### src/rtl/lookahead_adder_pipe_if.sv
// rtl/lookahead_adder_pipe_if.sv - operand/result handshake bundle for lookahead_adder_pipe
interface lookahead_adder_pipe_if #(
    parameter int WIDTH = 16
);
    logic             in_valid;
    logic             in_ready;
    logic [WIDTH-1:0] A;
    logic [WIDTH-1:0] B;
    logic             Pin;
    logic             SUB;
    logic             out_valid;
    logic             out_ready;
    logic [WIDTH-1:0] S;
    logic             Pout;
    logic             Z;
    logic             V;

    // Producer/consumer side: drives operands and accepts results
    modport master (
        output in_valid, A, B, Pin, SUB, out_ready,
        input  in_ready, out_valid, S, Pout, Z, V
    );

    // Adder side
    modport slave (
        input  in_valid, A, B, Pin, SUB, out_ready,
        output in_ready, out_valid, S, Pout, Z, V
    );
endinterface

### src/rtl/lookahead_adder_pipe.sv
// rtl/lookahead_adder_pipe.sv - two-stage two-level carry-lookahead add/sub; flags via LOOKAHEAD_ADDER_PIPE_FLAGS_EN
module lookahead_adder_pipe #(
    parameter int WIDTH = 16
) (
    input  logic                  clk,
    input  logic                  rst_n,
    lookahead_adder_pipe_if.slave bus
);
    localparam int NG = WIDTH / 4;

    // Both stages move together; a stalled output freezes the whole pipe.
    logic advance;
    assign advance      = !bus.out_valid || bus.out_ready;
    assign bus.in_ready = advance;

    // Stage 1 combinational: operand conditioning and per-group generate/propagate
    logic [WIDTH-1:0]  b_eff;
    logic              c0_in;
    logic [WIDTH-1:0]  d_full;
    logic [WIDTH-1:0]  f_in;
    logic [3*NG-1:0]   d_lo_in;
    logic [NG-1:0]     gd_in;
    logic [NG-1:0]     gf_in;

    assign b_eff  = bus.SUB ? ~bus.B : bus.B;
    assign c0_in  = bus.SUB ? 1'b1 : bus.Pin;
    assign d_full = bus.A & b_eff;
    assign f_in   = bus.A ^ b_eff;

    // Group lookahead cells; bit-3 generate of each group only feeds GD, so it is not kept
    always_comb begin
        d_lo_in = '0;
        gd_in   = '0;
        gf_in   = '0;
        for (int g = 0; g < NG; g++) begin
            d_lo_in[3*g +: 3] = d_full[4*g +: 3];
            gd_in[g] = d_full[4*g+3]
                     | (d_full[4*g+2] & f_in[4*g+3])
                     | (d_full[4*g+1] & f_in[4*g+2] & f_in[4*g+3])
                     | (d_full[4*g]   & f_in[4*g+1] & f_in[4*g+2] & f_in[4*g+3]);
            gf_in[g] = &f_in[4*g +: 4];
        end
    end

    // Stage 1 registers
    logic              v1;
    logic [3*NG-1:0]   d1;
    logic [WIDTH-1:0]  f1;
    logic [NG-1:0]     gd1;
    logic [NG-1:0]     gf1;
    logic              c0_1;

    // Stage 1 capture: valid follows in_valid on advance, operands load only with a beat
    always_ff @(posedge clk or negedge rst_n) begin
        if (!rst_n) begin
            v1   <= 1'b0;
            d1   <= '0;
            f1   <= '0;
            gd1  <= '0;
            gf1  <= '0;
            c0_1 <= 1'b0;
        end else if (advance) begin
            v1 <= bus.in_valid;
            if (bus.in_valid) begin
                d1   <= d_lo_in;
                f1   <= f_in;
                gd1  <= gd_in;
                gf1  <= gf_in;
                c0_1 <= c0_in;
            end
        end
    end

    // Second-level lookahead: each group carry-in as a flat sum of products over GD/GF/C0
    logic [NG:0] cg;
    logic        acc;
    logic        term;
    always_comb begin
        cg    = '0;
        acc   = 1'b0;
        term  = 1'b0;
        cg[0] = c0_1;
        for (int g = 0; g < NG; g++) begin
            acc = c0_1;
            for (int j = 0; j <= g; j++) acc = acc & gf1[j];
            for (int j = 0; j <= g; j++) begin
                term = gd1[j];
                for (int k = j + 1; k <= g; k++) term = term & gf1[k];
                acc = acc | term;
            end
            cg[g+1] = acc;
        end
    end

    // In-group 4-bit lookahead carries seeded by the group carry-in, then the sum
    logic [WIDTH-1:0] carry;
    logic [WIDTH-1:0] s_next;
    always_comb begin
        carry = '0;
        for (int g = 0; g < NG; g++) begin
            carry[4*g]   = cg[g];
            carry[4*g+1] = d1[3*g] | (f1[4*g] & cg[g]);
            carry[4*g+2] = d1[3*g+1] | (f1[4*g+1] & d1[3*g])
                         | (f1[4*g+1] & f1[4*g] & cg[g]);
            carry[4*g+3] = d1[3*g+2] | (f1[4*g+2] & d1[3*g+1])
                         | (f1[4*g+2] & f1[4*g+1] & d1[3*g])
                         | (f1[4*g+2] & f1[4*g+1] & f1[4*g] & cg[g]);
        end
        s_next = f1 ^ carry;
    end

    // Stage 2 registers: result beat presented to the consumer
    logic             v2;
    logic [WIDTH-1:0] s2;
    logic             pout2;
    always_ff @(posedge clk or negedge rst_n) begin
        if (!rst_n) begin
            v2    <= 1'b0;
            s2    <= '0;
            pout2 <= 1'b0;
        end else if (advance) begin
            v2 <= v1;
            if (v1) begin
                s2    <= s_next;
                pout2 <= cg[NG];
            end
        end
    end

    assign bus.out_valid = v2;
    assign bus.S         = s2;
    assign bus.Pout      = pout2;

`ifdef LOOKAHEAD_ADDER_PIPE_FLAGS_EN
    logic a_msb1;
    logic b_msb1;
    logic z2;
    logic v_ovf2;

    // Operand sign bits carried alongside stage 1 for the overflow flag
    always_ff @(posedge clk or negedge rst_n) begin
        if (!rst_n) begin
            a_msb1 <= 1'b0;
            b_msb1 <= 1'b0;
        end else if (advance && bus.in_valid) begin
            a_msb1 <= bus.A[WIDTH-1];
            b_msb1 <= b_eff[WIDTH-1];
        end
    end

    // Zero and signed-overflow flags registered with S
    always_ff @(posedge clk or negedge rst_n) begin
        if (!rst_n) begin
            z2     <= 1'b0;
            v_ovf2 <= 1'b0;
        end else if (advance && v1) begin
            z2     <= (s_next == '0);
            v_ovf2 <= (a_msb1 == b_msb1) && (s_next[WIDTH-1] != a_msb1);
        end
    end

    assign bus.Z = z2;
    assign bus.V = v_ovf2;
`else
    assign bus.Z = 1'b0;
    assign bus.V = 1'b0;
`endif
endmodule

### src/flat_wrapper.sv
// flat-port wrapper written by rule: the top's interface ports become plain ports
module lookahead_adder_pipe_flat 
#(
    parameter int WIDTH = 16
)
  (clk, rst_n, bus_in_valid, bus_A, bus_B, bus_Pin, bus_SUB, bus_out_ready, bus_in_ready, bus_out_valid, bus_S, bus_Pout, bus_Z, bus_V);
  lookahead_adder_pipe_if #(.WIDTH(WIDTH)) bus_i ();
  input  logic clk;
  input  logic rst_n;
  input wire logic [$bits(bus_i.in_valid)-1:0] bus_in_valid;
  input wire logic [$bits(bus_i.A)-1:0] bus_A;
  input wire logic [$bits(bus_i.B)-1:0] bus_B;
  input wire logic [$bits(bus_i.Pin)-1:0] bus_Pin;
  input wire logic [$bits(bus_i.SUB)-1:0] bus_SUB;
  input wire logic [$bits(bus_i.out_ready)-1:0] bus_out_ready;
  output wire logic [$bits(bus_i.in_ready)-1:0] bus_in_ready;
  output wire logic [$bits(bus_i.out_valid)-1:0] bus_out_valid;
  output wire logic [$bits(bus_i.S)-1:0] bus_S;
  output wire logic [$bits(bus_i.Pout)-1:0] bus_Pout;
  output wire logic [$bits(bus_i.Z)-1:0] bus_Z;
  output wire logic [$bits(bus_i.V)-1:0] bus_V;
  assign bus_i.in_valid = bus_in_valid;
  assign bus_i.A = bus_A;
  assign bus_i.B = bus_B;
  assign bus_i.Pin = bus_Pin;
  assign bus_i.SUB = bus_SUB;
  assign bus_i.out_ready = bus_out_ready;
  assign bus_in_ready = bus_i.in_ready;
  assign bus_out_valid = bus_i.out_valid;
  assign bus_S = bus_i.S;
  assign bus_Pout = bus_i.Pout;
  assign bus_Z = bus_i.Z;
  assign bus_V = bus_i.V;
  lookahead_adder_pipe #(.WIDTH(WIDTH)) u_core (.clk(clk), .rst_n(rst_n), .bus(bus_i));
endmodule
### config.mk
export PLATFORM = sky130hd
export DESIGN_NAME = lookahead_adder_pipe_flat
export DESIGN_NICKNAME = d
export VERILOG_FILES = /design/src/rtl/lookahead_adder_pipe_if.sv /design/src/rtl/lookahead_adder_pipe.sv /design/src/flat_wrapper.sv
export SDC_FILE = /design/constraint.sdc
export NUM_CORES = 1
export LEC_CHECK = 0
export BUFFER_PORTS_ARGS = -buffer_cell sky130_fd_sc_hd__buf_2
export CORE_AREA = 2 2 64 96
export CTS_CLUSTER_DIAMETER = 150
export DETAILED_ROUTE_END_ITERATION = 10
export DIE_AREA = 0 0 66 98
export GPL_ROUTABILITY_DRIVEN = 1
export GPL_TIMING_DRIVEN = 1
export PLACE_DENSITY = 0.77
export SLEW_MARGIN = 5
export SYNTH_ARGS = -nofsm -noshare
export SYNTH_HDL_FRONTEND = slang
export SYNTH_SLANG_ARGS = --single-unit
export TNS_END_PERCENT = 1
### constraint.sdc
create_clock -name clk -period 4.65 [get_ports clk]
set_input_delay 0.93 -clock clk [delete_from_list [all_inputs] [get_ports clk]]
set_output_delay 0.93 -clock clk [all_outputs]
set_load 0.05 [all_outputs]
# After elaboration in Yosys (flattened, before gate mapping)
# Cells that the tools add are included.
op_classes:
  div: 0
  eq_ne: 0
  n_mul: 0
  addsub: 0
  n_shift: 0
  n_reduce_logical: 8
  magnitude_cmp: 0
  muxes: 2
  n_bitwise: 120
op_table:
  columns: ["cell", "count"]
  rows:
  - ["$and 1x1->1", 70]
  - ["$or 1x1->1", 46]
  - ["$xor 16x16->16", 2]
  - ["$and 16x16->16", 1]
  - ["$mux 16", 1]
  - ["$not 16->16", 1]
  - ["$reduce_and 4->1", 4]
  - ["$reduce_and 2->1", 2]
  - ["$logic_not 1->1", 1]
  - ["$logic_or 1x1->1", 1]
  - ["$mux 1", 1]
word_totals:
  mem_count: 0
  latchBits: 0
  ram_bits: 0
  mem_bits_ro: 0
  input_bits: 38
  out_inout_bits: 21
  wordCells: 139
  ff_bits: 56

# Depth between registers and ports, before layout
logic_depth:
  depth_word: 9
  ltp_mapped: 8
  ltp_nobuf: 7

# Worst setup path after synthesis
# No wires, ideal clock.
synth_timing:
  kind: "input to register"
  start: "in bus_SUB"
  end: "reg u_core.gd1[2]"
  setup_slack_ns: 2.223
  required_time_ns: 4.523
  arrival_ns: 2.300
  setup_ns: 0.127
  n_path_buf: 2
  stages: 8
  cell_sequence: "buf_2 buf_2 xor2_1 ha_1 a21o_1 a21o_1 a21oi_1 o21ai_0"
synth_via:
  elab_chain_len: 6
  word_cells_on_any_way: 12
  cone_classes: "1 x mux; 11 x bitwise"
synth_lines:
  columns: ["item", "line", "text"]
  rows:
  - ["start: declaration", "flat_wrapper.sv:14", "input wire logic [$bits(bus_i.SUB)-1:0] bus_SUB;"]
  - ["$mux 16", "lookahead_adder_pipe.sv:25", "assign b_eff = bus.SUB ? ~bus.B : bus.B;"]
  - ["$xor 16x16->16", "lookahead_adder_pipe.sv:28", "assign f_in = bus.A ^ b_eff;"]
  - ["net u_core.f_in[9]", "lookahead_adder_pipe.sv:20", "logic [WIDTH-1:0] f_in;"]
  - ["$and 1x1->1 (3 in series)", "lookahead_adder_pipe.sv:40", "| (d_full[4*g] & f_in[4*g+1] & f_in[4*g+2] & f_in[4*g+3]);"]
  - ["$or 1x1->1", "lookahead_adder_pipe.sv:40", null]
  - ["end signal: assignment", "lookahead_adder_pipe.sv:67", "gd1 <= gd_in;"]
  - ["end: declaration", "lookahead_adder_pipe.sv:49", "logic [NG-1:0] gd1;"]
# The timed path passes the listed nets, and every way through them passes these cells.
# A chain may end at the register's enable or synchronous reset.

# Worst setup path in the final report
layout_timing:
  start: "in bus_out_ready"
  end: "out bus_in_ready"
layout_via:
  elab_chain_len: 1
layout_lines:
  columns: ["item", "line", "text"]
  rows:
  - ["start: declaration", "flat_wrapper.sv:15", "input wire logic [$bits(bus_i.out_ready)-1:0] bus_out_ready;"]
  - ["$logic_or 1x1->1", "lookahead_adder_pipe.sv:13", "assign advance = !bus.out_valid || bus.out_ready;"]
  - ["end: declaration", "flat_wrapper.sv:16", "output wire logic [$bits(bus_i.in_ready)-1:0] bus_in_ready;"]
# No other way between the ends.

==> metrics <==
final cell area excluding filler cells=3400 um2; synthesized area divided by synthesized cell count=11.0 um2; worst hold slack across all endpoints=0.478 ns; adder and majority cell fraction of the synthesized area=0.0836; worst-margin pin slew=0.848 ns; cell count after placement=391; power per unit of standard cell area=511 nW/um2; leading cell types by total area after synthesis=sky130_fd_sc_hd__dfrtp_1 47%, sky130_fd_sc_hd__mux2_2 11%, sky130_fd_sc_hd__ha_1 8.4%, sky130_fd_sc_hd__xor2_1 5.9%, sky130_fd_sc_hd__nand2_1 4.6%; number of port buffers=56; Cell Area, Synth=2990 um2; Worst Setup Path Type=input pin to output port; r2r setup slk=2.73 ns; detailed-route vias per instance=5.48; Setup crit end kind=output port; final HPWL from detailed placement=4240 um; CTS root buffer=sky130_fd_sc_hd__clkbuf_8; DRC viols=0; # nets final=384; count of clock tree sinks=56; io pins=59; DR WL/cell=14.3 um; post-CTS clock slew at the launch and capture registers of the worst setup and hold paths=0.09 ns; starting density of the core=0.525; crit-path max FO=6; growth of design area from synthesis to finish=13.5%; antenna cell count=0; H-Tree Depth=2; mux share of post-synthesis cell area=0.112; async set or reset register ratio after synthesis=1.00; EDFF count, synth=0; DIE WIDTH=66 um; main flop type after synthesis=sky130_fd_sc_hd__dfrtp_1; #FFs+latches synth=56; Rel. slew slack=0.433; worst path arrival time=1.45 ns; number of global-route vias before repair=2205; highest attainable clock frequency=420 MHz; worst vdd ir=311 uV; CP required=3.72 ns; final critical delay including setup and external delays=2.38 ns; fraction of layout cells with a size suffix above 1=0.318; maximum buffer depth of the clock tree=2; final standard cell count with taps included and fillers excluded=399; antenna violations before repair=0; number of warnings issued by yosys=0; final weighted congestion in routability-driven placement=0.785; Tcrit/Tclk final=0.512; fraction of the mapped netlist area in simple logic gates=0.0978; count of cells along the worst register-to-register path=5; proportion of netlist area held by the largest area contributor=0.468; largest area contributor in the synthesized netlist=sky130_fd_sc_hd__dfrtp_1; clock tree from TritonCTS=done; post-CTS setup buffer count=0; first-iteration detailed-routing DRC count=76; Initial DRT Pass Iterations=4; worst min-delay path class=flip-flop to flip-flop; share of the synthesized area in compound gates (AO/OA/AOI/OAI)=0.140; fraction of synthesized cell area in xor and xnor cells=0.0615; overall fraction of global-route tracks in use=0.192; status=completed; Clock Latency Late Sink=0.30 ns; number of cells upsized or downsized after cts=0; wire length of the first global-routing pass=9690 um; startpoint class of the critical path=input pin; count of unique library cells instantiated by Yosys=43; standard-cell rows=34; max-cap violation count=0; RSZ-0062 raised after global routing=no; dominant combinational cell family by area after synthesis=compound AO/OA/AOI/OAI gates; hold violation count in the final report=0; number of pins with negative max-slew slack in the final report=0; total cell area at the placement stage=3310 um2; post-route total power=1740 uW; share of the yosys chip area belonging to registers=0.468; Post-Route Setup TNS=0 ns; worst setup path endpoint=bus_in_ready; Gate Count Post-Synth=273; launch point of the critical path=bus_out_ready; total wire length=5720 um; beginning of the worst register-to-register path=u_core.bus.out_valid; CTS hold repair buffers=0; total clock buffers created by CTS=5; Core ar.=5700 um2; largest net degree at the start of global routing=57; Leakage Power=0.00170 uW; Worst Skew=0.00691 ns; DRT antenna net count=0; Die Span Y=98 um; Die Footprint=6470 um2; number of setup violations in the final report=0; total grt overflow=0; Vias=2185; terminus of the critical flop-to-flop path=u_core.bus.S[7]
[worst max-delay path, stage by stage]
cell	delay, ns
sky130_fd_sc_hd__buf_2	0.11
sky130_fd_sc_hd__nor2b_4	0.15
sky130_fd_sc_hd__inv_4	0.05
sky130_fd_sc_hd__buf_2	0.21
[synth_stat cells (all sizes together) (3+ instances only)]
master and instances:
o21ai 20, ha 20, dfrtp 56, xor2 20
mux2 28, nor2 7, or4 3, o21a 3
inv 7, a21oi 11, nand2 37, nand4 4
o2111ai 3, nand3 3, buf 12, a21o 12
a211oi 3
[cell families after synthesis]
family / Yosys count
AOI/OAI and AO/OA: 62
buffers and inverters: 20
DFF: 56
xor gates and xnor gates: 21
muxes: 30
and+or+nand+nor: 63
adders and majority gates: 20
other: 1
[layer usage]
layer,track usage,part of all wire,up-vias,wire length [um]
met4,0.0691,0.023,0,129
met2,0.347,0.56,44,3180
met5,0,0,-,0
li1,-,-,1075,-
met1,0.224,0.39,1056,2250
met3,0.0288,0.028,10,159
[cell usage in the layout, fill, tap and decap left out, types with 2 or more instances in the layout]
master	n
sky130_fd_sc_hd__a2111o_1	2
sky130_fd_sc_hd__a211oi_2	2
sky130_fd_sc_hd__a21o_1	8
sky130_fd_sc_hd__a21o_2	4
sky130_fd_sc_hd__a21oi_1	10
sky130_fd_sc_hd__buf_2	56
sky130_fd_sc_hd__buf_4	2
sky130_fd_sc_hd__clkbuf_8	6
sky130_fd_sc_hd__clkinv_2	2
sky130_fd_sc_hd__conb_1	2
sky130_fd_sc_hd__dfrtp_1	56
sky130_fd_sc_hd__ha_1	20
sky130_fd_sc_hd__inv_1	6
sky130_fd_sc_hd__mux2_2	28
sky130_fd_sc_hd__mux2i_1	2
sky130_fd_sc_hd__nand2_1	37
sky130_fd_sc_hd__nand3_1	3
sky130_fd_sc_hd__nand4_1	4
sky130_fd_sc_hd__nor2_1	7
sky130_fd_sc_hd__nor3_1	2
sky130_fd_sc_hd__o2111ai_1	3
sky130_fd_sc_hd__o211ai_1	2
sky130_fd_sc_hd__o21a_1	2
sky130_fd_sc_hd__o21ai_0	20
sky130_fd_sc_hd__or4_1	3
sky130_fd_sc_hd__xor2_1	20
[stage by stage]
stage | worst slack (ns) | util
after detailed placement | 2.13 | 0.580
after global placement | 2.19 | 0.580
after CTS | 2.26 | 0.596
after global routing | 2.23 | 0.596
final | 2.27 | 0.596
after floorplan | 2.22 | -
[flip-flops by register name, summed over array words and instances (netlist names)]
register              count
u_core.d1                12
u_core.bus.S             16
u_core.gf1                4
u_core.gd1                4
u_core.v1                 1
u_core.bus.Pout           1
u_core.bus.out_valid      1
u_core.c0_1               1
u_core.f1                16
[worst min-delay path by stage]
| stage | endpoint | slack (ns) | from | cells past startpoint |
|---|---|---|---|---|
| detailed placement | u_core.bus.S[9] | 0.47 | u_core.bus.S[9] | 2 |
| global placement | u_core.bus.S[9] | 0.46 | u_core.bus.S[9] | 2 |
| floorplan | u_core.gf1[3] | 0.45 | u_core.gf1[3] | 2 |
| global route | u_core.bus.S[9] | 0.51 | u_core.bus.S[9] | 2 |
| finish | u_core.bus.S[9] | 0.48 | u_core.bus.S[9] | 2 |
| CTS | u_core.bus.S[9] | 0.49 | u_core.bus.S[9] | 2 |
[layout make-up]
| class | count | area [um2] |
|---|---|---|
| fillers | 506 | 2300 |
| multi-input cells | 198 | 1490 |
| flip-flops and latches | 56 | 1400 |
| repair buffers | 58 | 295 |
| well taps | 72 | 90.1 |
| clock buffers | 6 | 82.6 |
| inverters | 7 | 28.8 |
| clock inverters | 2 | 10.0 |
[where the power goes]
part           internal (uW)  switching [uW]  total (uW)
sequential               627             105         732
combinational            240             490         729
clock                    119             155         274
total                    987             750        1740
No activity file was read; power rests on OpenSTA's default activity.
